==> src/rtl/plot_rect_fill_if.sv <==
// plot_rect_fill_if: request, back-pressure and pixel-write bus of the
// rectangle-fill plotter (master = control side, slave = plotter).
interface plot_rect_fill_if #(
    parameter int X_W      = 9,
    parameter int Y_W      = 8,
    parameter int COLOUR_W = 3
);
    logic                start;
    logic [X_W-1:0]      x0;
    logic [Y_W-1:0]      y0;
    logic [X_W-1:0]      w;
    logic [Y_W-1:0]      h;
    logic [COLOUR_W-1:0] colour_in;
    logic                hold;
    logic [X_W-1:0]      x_coord;
    logic [Y_W-1:0]      y_coord;
    logic [COLOUR_W-1:0] colour;
    logic                plot;
    logic                busy;
    logic                done;

    modport master (
        output start, x0, y0, w, h, colour_in, hold,
        input  x_coord, y_coord, colour, plot, busy, done
    );

    modport slave (
        input  start, x0, y0, w, h, colour_in, hold,
        output x_coord, y_coord, colour, plot, busy, done
    );
endinterface

==> src/rtl/plot_rect_fill.sv <==
// plot_rect_fill: clipped rectangle fill, one pixel per cycle in
// row-major order, stallable by hold for a shared VGA write port.
module plot_rect_fill #(
    parameter int X_W      = 9,
    parameter int Y_W      = 8,
    parameter int COLOUR_W = 3,
    parameter int SCREEN_W = 320,
    parameter int SCREEN_H = 240
) (
    input logic             clk,
    input logic             resetn,
    plot_rect_fill_if.slave bus
);
    typedef enum logic [1:0] {
        IDLE,
        LOAD,
        DRAW,
        DONE
    } state_t;

    localparam logic [X_W:0] X_LAST = (X_W+1)'(SCREEN_W - 1);
    localparam logic [Y_W:0] Y_LAST = (Y_W+1)'(SCREEN_H - 1);

    state_t              state_q, state_d;
    logic [X_W-1:0]      x0_q, x0_d;
    logic [Y_W-1:0]      y0_q, y0_d;
    logic [X_W-1:0]      w_q, w_d;
    logic [Y_W-1:0]      h_q, h_d;
    logic [COLOUR_W-1:0] colour_q, colour_d;
    logic [X_W-1:0]      xe_q, xe_d;
    logic [Y_W-1:0]      ye_q, ye_d;
    logic [X_W-1:0]      cx_q, cx_d;
    logic [Y_W-1:0]      cy_q, cy_d;

    // One extra bit so x0+w-1 / y0+h-1 cannot wrap before clipping.
    logic [X_W:0]        x_sum;
    logic [Y_W:0]        y_sum;
    logic                empty;

    always_ff @(posedge clk or negedge resetn) begin
        if (!resetn) begin
            state_q  <= IDLE;
            x0_q     <= '0;
            y0_q     <= '0;
            w_q      <= '0;
            h_q      <= '0;
            colour_q <= '0;
            xe_q     <= '0;
            ye_q     <= '0;
            cx_q     <= '0;
            cy_q     <= '0;
        end else begin
            state_q  <= state_d;
            x0_q     <= x0_d;
            y0_q     <= y0_d;
            w_q      <= w_d;
            h_q      <= h_d;
            colour_q <= colour_d;
            xe_q     <= xe_d;
            ye_q     <= ye_d;
            cx_q     <= cx_d;
            cy_q     <= cy_d;
        end
    end

    always_comb begin
        state_d  = state_q;
        x0_d     = x0_q;
        y0_d     = y0_q;
        w_d      = w_q;
        h_d      = h_q;
        colour_d = colour_q;
        xe_d     = xe_q;
        ye_d     = ye_q;
        cx_d     = cx_q;
        cy_d     = cy_q;

        x_sum = {1'b0, x0_q} + {1'b0, w_q} - (X_W+1)'(1);
        y_sum = {1'b0, y0_q} + {1'b0, h_q} - (Y_W+1)'(1);
        empty = (w_q == '0) || (h_q == '0) ||
                ({1'b0, x0_q} > X_LAST) ||
                ({1'b0, y0_q} > Y_LAST);

        unique case (state_q)
            IDLE: begin
                if (bus.start) begin
                    x0_d     = bus.x0;
                    y0_d     = bus.y0;
                    w_d      = bus.w;
                    h_d      = bus.h;
                    colour_d = bus.colour_in;
                    state_d  = LOAD;
                end
            end
            LOAD: begin
                if (empty) begin
                    state_d = DONE;
                end else begin
                    xe_d    = (x_sum > X_LAST) ? X_LAST[X_W-1:0]
                                               : x_sum[X_W-1:0];
                    ye_d    = (y_sum > Y_LAST) ? Y_LAST[Y_W-1:0]
                                               : y_sum[Y_W-1:0];
                    cx_d    = x0_q;
                    cy_d    = y0_q;
                    state_d = DRAW;
                end
            end
            DRAW: begin
                if (!bus.hold) begin
                    if (cx_q != xe_q) begin
                        cx_d = cx_q + X_W'(1);
                    end else begin
                        cx_d = x0_q;
                        if (cy_q == ye_q) begin
                            state_d = DONE;
                        end else begin
                            cy_d = cy_q + Y_W'(1);
                        end
                    end
                end
            end
            DONE: begin
                state_d = IDLE;
            end
            default: begin
                state_d = IDLE;
            end
        endcase
    end

    assign bus.x_coord = cx_q;
    assign bus.y_coord = cy_q;
    assign bus.colour  = colour_q;
    assign bus.plot    = (state_q == DRAW) && !bus.hold;
    assign bus.busy    = (state_q == LOAD) || (state_q == DRAW);
    assign bus.done    = (state_q == DONE);
endmodule

==> src/flat_wrapper.sv <==
// flat-port wrapper written by rule: the top's interface ports become plain ports
module plot_rect_fill_flat 
#(
    parameter int X_W      = 9,
    parameter int Y_W      = 8,
    parameter int COLOUR_W = 3,
    parameter int SCREEN_W = 320,
    parameter int SCREEN_H = 240
)
  (clk, resetn, bus_start, bus_x0, bus_y0, bus_w, bus_h, bus_colour_in, bus_hold, bus_x_coord, bus_y_coord, bus_colour, bus_plot, bus_busy, bus_done);
  plot_rect_fill_if #(.X_W(X_W), .Y_W(Y_W), .COLOUR_W(COLOUR_W)) bus_i ();
  input logic clk;
  input logic resetn;
  input wire logic [$bits(bus_i.start)-1:0] bus_start;
  input wire logic [$bits(bus_i.x0)-1:0] bus_x0;
  input wire logic [$bits(bus_i.y0)-1:0] bus_y0;
  input wire logic [$bits(bus_i.w)-1:0] bus_w;
  input wire logic [$bits(bus_i.h)-1:0] bus_h;
  input wire logic [$bits(bus_i.colour_in)-1:0] bus_colour_in;
  input wire logic [$bits(bus_i.hold)-1:0] bus_hold;
  output wire logic [$bits(bus_i.x_coord)-1:0] bus_x_coord;
  output wire logic [$bits(bus_i.y_coord)-1:0] bus_y_coord;
  output wire logic [$bits(bus_i.colour)-1:0] bus_colour;
  output wire logic [$bits(bus_i.plot)-1:0] bus_plot;
  output wire logic [$bits(bus_i.busy)-1:0] bus_busy;
  output wire logic [$bits(bus_i.done)-1:0] bus_done;
  assign bus_i.start = bus_start;
  assign bus_i.x0 = bus_x0;
  assign bus_i.y0 = bus_y0;
  assign bus_i.w = bus_w;
  assign bus_i.h = bus_h;
  assign bus_i.colour_in = bus_colour_in;
  assign bus_i.hold = bus_hold;
  assign bus_x_coord = bus_i.x_coord;
  assign bus_y_coord = bus_i.y_coord;
  assign bus_colour = bus_i.colour;
  assign bus_plot = bus_i.plot;
  assign bus_busy = bus_i.busy;
  assign bus_done = bus_i.done;
  plot_rect_fill #(.X_W(X_W), .Y_W(Y_W), .COLOUR_W(COLOUR_W), .SCREEN_W(SCREEN_W), .SCREEN_H(SCREEN_H)) u_core (.clk(clk), .resetn(resetn), .bus(bus_i));
endmodule
==> config.mk <==
export PLATFORM = sky130hd
export DESIGN_NAME = plot_rect_fill_flat
export DESIGN_NICKNAME = d
export VERILOG_FILES = /design/src/rtl/plot_rect_fill_if.sv /design/src/rtl/plot_rect_fill.sv /design/src/flat_wrapper.sv
export SDC_FILE = /design/constraint.sdc
export NUM_CORES = 1
export LEC_CHECK = 0
export CORE_AREA = 2 2 118 120
export DETAILED_ROUTE_END_ITERATION = 10
export DIE_AREA = 0 0 120 122
export PLACE_DENSITY = 0.66
export SLEW_MARGIN = 30
export SYNTH_ARGS = -nofsm -noshare
export SYNTH_HDL_FRONTEND = slang
export SYNTH_SLANG_ARGS = --single-unit
==> constraint.sdc <==
create_clock -name clk -period 6.3 [get_ports clk]
set_clock_uncertainty 0.1 [all_clocks]
set_input_delay 1.26 -clock clk [delete_from_list [all_inputs] [get_ports clk]]
set_output_delay 1.26 -clock clk [all_outputs]
set_load 0.02 [all_outputs]
==> results of run 1 <==
-- cell usage in the layout (no fill, tap or decap), drive strengths merged, types with 2 or more instances in the layout --
cell / n
nor3: 6
nand4: 8
mux2i: 3
a2bb2oi: 2
clkdlybuf4s50: 62
nand2: 29
and3: 5
a222oi: 4
a21o: 5
inv: 77
xnor2: 13
mux2: 38
o32a: 9
nor2: 15
nand2b: 2
o31ai: 4
a21oi: 26
buf: 2
clkbuf: 14
fa: 2
nand3: 14
a211oi: 3
xor2: 17
nor4: 3
o21a: 2
a31oi: 4
o21ai: 26
ha: 39
dfrtp: 73
a221o: 3
o21bai: 2
or2: 4
or4: 2
o211a: 2
-- registers in the layout, summed over array words and instances (netlist names) --
signal,flops
u_core.bus.colour,3
u_core.bus.x_coord,9
u_core.bus.y_coord,8
u_core.h_q,8
u_core.state_q,2
u_core.w_q,9
u_core.x0_q,9
u_core.xe_q,9
u_core.y0_q,8
u_core.ye_q,8
-- routing by layer --
| layer | up-vias | global-route usage (%) | wire (um) |
|---|---|---|---|
| li1 | 1767 | - | - |
| met1 | 1717 | 21.4 | 5170 |
| met2 | 81 | 22.1 | 4570 |
| met3 | 10 | 3.28 | 560 |
| met4 | 0 | 6.10 | 124 |
| met5 | - | 0 | 0 |
-- metrics by stage --
stage | util [%] | cell area [um2] | setup WS (ps) | instances | hold slack (ps)
after floorplan | - | 4600 | 3400 | 474 | 366
after global placement | 39.9 | 5390 | 2490 | 701 | 386
after CTS | 42.2 | 5700 | 2430 | 717 | 403
after global routing | 42.2 | 5710 | 2300 | 717 | 422
final | 42.2 | 5710 | 2430 | 717 | 396
after detailed placement | 39.9 | 5390 | 2450 | 701 | 390
-- tightest hold or removal path, stage by stage, from the launching register on --
cell and delay [ps]:
dfrtp_1 350, nand2_1 60, nand2_1 60
-- layout make-up --
class                           count  share of cell area (%)
Multi-Input combinational cell    307                    42.3
Sequential cell                    73                    32.0
Timing Repair Buffer               64                    11.2
Inverter                           77                    5.07
Clock buffer                       14                    4.80
Tap cell                          180                    3.95
Clock inverter                      2                   0.614
-- worst paths after layout --
kind | endpoint | depth (start not counted) | slack, ps
max in group asynchronous | u_core.ye_q[4] | 1 | 4790
worst max-delay path | bus_plot | 3 | 2430
worst min-delay path | u_core.ye_q[4] | 2 | 400
worst max register to register | u_core.ye_q[3] | 11 | 3080
worst min register to register | u_core.ye_q[4] | 2 | 400
min in group asynchronous | u_core.bus.x_coord[2] | 1 | 840
-- cells by family (layout without fill, tap and decap cells) --
group	Yosys count	in the layout	share of synthesized area, %
flip-flops	73	73	39.7
buffers and inverters	94	157	7.87
AO/OA/AOI/OAI	102	102	15.3
AND/OR/NAND/NOR	93	93	9.93
multiplexers	41	41	9.96
adder cells (fa/ha/maj)	41	41	11.5
XOR/XNOR	30	30	5.72
==> results.cfg, run 1 <==
[clocking]
cts_buffers = 9
clk_pin_slew_ps = 50
post-cts-setup-buffers = 0
cts-root-buf = clkbuf_16
cts_buffer_depth = 2
cts_hold_buf = 0
htreeDepth = 3
cts_resized = 0
clock-sinks = 73
cts_tree = done
clkLatencyLatePin_ps = 330

[worst_setup_path]
cp-start-kind = input pin
crit_slowest_cell = clkdlybuf4s50_1
cp_common_cell = clkdlybuf4s50_1
cp-startpoint = bus_hold
critPathCaptureType = output port
crit_arrival_ps = 2510
crit_path_max_incr_delay_ps = 620
critPathBufInv = 2
required_ps = 4940
cp_top_family = buffers and inverters
r2r_start = u_core.y0_q[1]
cp_cell_sequence = clkdlybuf4s50_1, nor2_1, clkdlybuf4s50_1
crit_type = input pin to output port
crit_fanout = 4

[timing]
maxSlewHeadroom_pct = 43.2
finalSetupViolCount = 0
fin_crit_sh_pct = 61.4
period_needed_ps = 3870
max_freq_ghz = 0.258
fin_setup_tns_ps = 0
worst_slew_pin_slew_ps = 847
final-hold-violation-count = 0
rsz0062_at_grt = false
finalMaxSlewViolations = 0

[synth]
ys_async_sr_fraction_pct = 100
dominantRegCellSynth = dfrtp_1
yosys.area.top_type_share_pct = 39.7
syn_inst = 474
synth_seq_area_share_pct = 39.7
synth-edff-count = 0
yosysMostFrequentCell = inv_1
syn_nets = 556
synth_area_leaders = dfrtp_1, ha_1, mux2_2
synthTopCellsByCount = inv_1, dfrtp_1, ha_1, mux2_2, nand2_1
avgSynthCellArea_um2 = 9.70
yosys_warnings = 0
synth-seq-cells = 73
yosys.area.top_type = dfrtp_1
synth_cell_types = 53
netlist_area_um2 = 4600

[outcome]
status = finished clean

[die]
core_area_um2 = 13500
die_y_um = 122
initial_core_util_pct = 34.0
pin_count = 64
die_w_um = 120
rows = 43
die-area_um2 = 14600

[cells_and_area]
num-nets-final = 614
fillerInstances = 1303
syn_to_final_growth_pct = 24.1
antenna_cells = 0
multi_input_area_um2 = 2420
seq_area_um2 = 1830
drive_gt1_share_pct = 11.4

[global_route]
overflow = 0
track_usage_pct = 15.1
grt_pass1_wl_um = 17600
antenna_found_initial = 0
grt_pass1_vias = 3582
grt_max_degree = 74

[detailed_routing]
via_per_inst = 4.99
wl_per_cell_um = 14.5
routed_wl_um = 10400
initialDrtViolationCount = 208
antenna_left = 0
vias = 3575
first_pass_iters = 5
drc = 0

[place]
dp_hpwl_um = 7950
portBuffers = 63
place.gp.congestion = 0.865

[worst_hold_path]
holdCritStartpoint = u_core.ye_q[4]
hold_path_class = flop to flop

[run]
maxCapViolCount = 0
Power of run 1 is not shown: default switching activity piles up to over one toggle a cycle in this logic, so the estimate is an artifact.
==> run 2, diff against run 1 <==
--- a/config.mk
+++ b/config.mk
@@ -8,7 +8,7 @@
 export CORE_AREA = 2 2 118 120
 export DETAILED_ROUTE_END_ITERATION = 10
 export DIE_AREA = 0 0 120 122
-export PLACE_DENSITY = 0.66
+export PLACE_DENSITY = 0.68
 export SLEW_MARGIN = 30
 export SYNTH_ARGS = -nofsm -noshare
 export SYNTH_HDL_FRONTEND = slang
==> constraint.sdc (replaced) <==
create_clock -name clk -period 3.2 [get_ports clk]
set_clock_uncertainty 0.1 [all_clocks]
set_input_delay 0.64 -clock clk [delete_from_list [all_inputs] [get_ports clk]]
set_output_delay 0.64 -clock clk [all_outputs]
set_load 0.02 [all_outputs]
==> run 2 against run 1 <==
Flip-flop and latch count is the same; die area is the same; global-route usage grew 0.62 points; critical path type is now flop to flop; largest cell class unchanged; highest routed layer unchanged.
==> results.cfg, run 2 (synthesis results as in run 1) <==
[outcome]
status = finished clean

[clocking]
cts-root-buf = clkbuf_16
cts_tree = done
clk_pin_slew_ps = 60
clock-sinks = 73
cts_buffers = 9
cts_buffer_depth = 2
clkLatencyLatePin_ps = 330
htreeDepth = 3
post-cts-setup-buffers = 0

[place]
dp_hpwl_um = 8300
portBuffers = 63
place.gp.congestion = 0.910
place_area_um2 = 5450
place_inst = 710

[cells_and_area]
num-nets-final = 623
antenna_cells = 0
mostFrequentLayoutCell = inv_1
layout_common_cells = inv_1, dfrtp_1, clkdlybuf4s50_1
fillerInstances = 1264
finalNonFillerCells = 726
fin_area_um2 = 5770
drive_gt1_share_pct = 13.4
syn_to_final_growth_pct = 25.5

[detailed_routing]
routed_wl_um = 10800
wl_per_cell_um = 14.9
first_pass_iters = 5
drc = 0
via_per_inst = 5.05
vias = 3668
initialDrtViolationCount = 224
antenna_left = 0

[worst_setup_path]
r2r_start = u_core.y0_q[1]
required_ps = 3320
critPathCaptureType = flop
crit_end = u_core.ye_q[3]
r2r_cells = 12
crit_type = flop to flop
crit_fanout = 4
cp-start-kind = flop
crit_arrival_ps = 3000
r2r_slack_ps = 310
cp-startpoint = u_core.y0_q[1]
rr_endpoint = u_core.ye_q[3]

[global_route]
track_usage_pct = 15.7
grt_pass1_vias = 3714
grt_pass1_wl_um = 18300
overflow = 0
antenna_found_initial = 0
grt_max_degree = 40

[timing]
finalSetupViolCount = 0
period_needed_ps = 2890
max_freq_ghz = 0.347
rsz0062_at_grt = false
fin_crit_sh_pct = 90.2
final-hold-violation-count = 0
holdWs_ps = 249
worst_slew_pin_slew_ps = 691
maxSlewHeadroom_pct = 53.8
fin_setup_tns_ps = 0
finalMaxSlewViolations = 0

[die]
pin_count = 64
rows = 43
initial_core_util_pct = 34.0
die_y_um = 122
die_w_um = 120
core_area_um2 = 13500
die-area_um2 = 14600

[run]
maxCapViolCount = 0

[worst_hold_path]
hold_path_class = input pin to asynchronous set/reset pin
==> run 2: cell types whose count changed in the layout (fill, tap and decap cells not counted) <==
cell,before,now
a311oi_1,1,0
clkbuf_8,3,2
clkinv_4,0,1
buf_2,0,1
a311oi_2,0,1
buf_6,1,0
buf_4,1,10
clkinv_2,1,3
clkbuf_1,2,0
==> run 2: layout make-up <==
type | count | area, um2 | share of cell area (%)
sequential | 73 | 1830 | 31.7
multi-input combinational | 307 | 2420 | 42.0
clock inverter | 5 | 53.8 | 0.932
tap | 180 | 225 | 3.90
timing repair buffer | 73 | 701 | 12.1
clock buffer | 11 | 253 | 4.38
inverter | 77 | 289 | 5.01
==> run 2: how the worst min path moves through the flow <==
stage,start,to,cells past startpoint
floorplan,resetn,u_core.bus.colour[0],0
global placement,u_core.y0_q[2],u_core.y0_q[2],1
detailed placement,u_core.ye_q[4],u_core.ye_q[4],2
CTS,resetn,u_core.x0_q[3],2
global route,resetn,u_core.x0_q[3],2
finish,resetn,u_core.x0_q[3],2
==> run 2: layer usage <==
layer | track usage, % | share of wire (%)
met2 | 24.1 | 44
met5 | 0 | 0
met1 | 21.8 | 49
met3 | 3.37 | 5.6
met4 | 5.51 | 1.5
==> run 2: what timing repair did <==
item                       in CTS  in global routing
setup endpoints to repair       0                  3
hold buffers                    0                  0
gates resized for setup         0                  1
==> run 2: stage by stage <==
step | worst slack (ps) | util (%)
6_report | 315 | 42.7
5_1_grt | 84.8 | 42.7
4_1_cts | 221 | 42.6
3_5_place_dp | 247 | 40.4
3_3_place_gp | 366 | 40.4
2_1_floorplan | 356 | -
==> run 2: critical path, stage by stage (launching register included) <==
cell     delay (ps)
dfrtp_1         370
inv_1            50
ha_1            260
inv_1            40
ha_1            230
fa_1            410
a21o_1          170
a21oi_1         230
buf_4           180
nor3_1           50
a31oi_1         190
nor3_1          130
o32a_1          360
Power of run 2 is left out for the same reason.
==> run 3, diff against run 2 <==
--- a/config.mk
+++ b/config.mk
@@ -5,6 +5,7 @@
 export SDC_FILE = /design/constraint.sdc
 export NUM_CORES = 1
 export LEC_CHECK = 0
+export CAP_MARGIN = 5
 export CORE_AREA = 2 2 118 120
 export DETAILED_ROUTE_END_ITERATION = 10
 export DIE_AREA = 0 0 120 122
==> results of run 3 <==
No change in the layout: final DEF, timing and power equal those of run 2.
Power of run 3 is left out for the same reason.
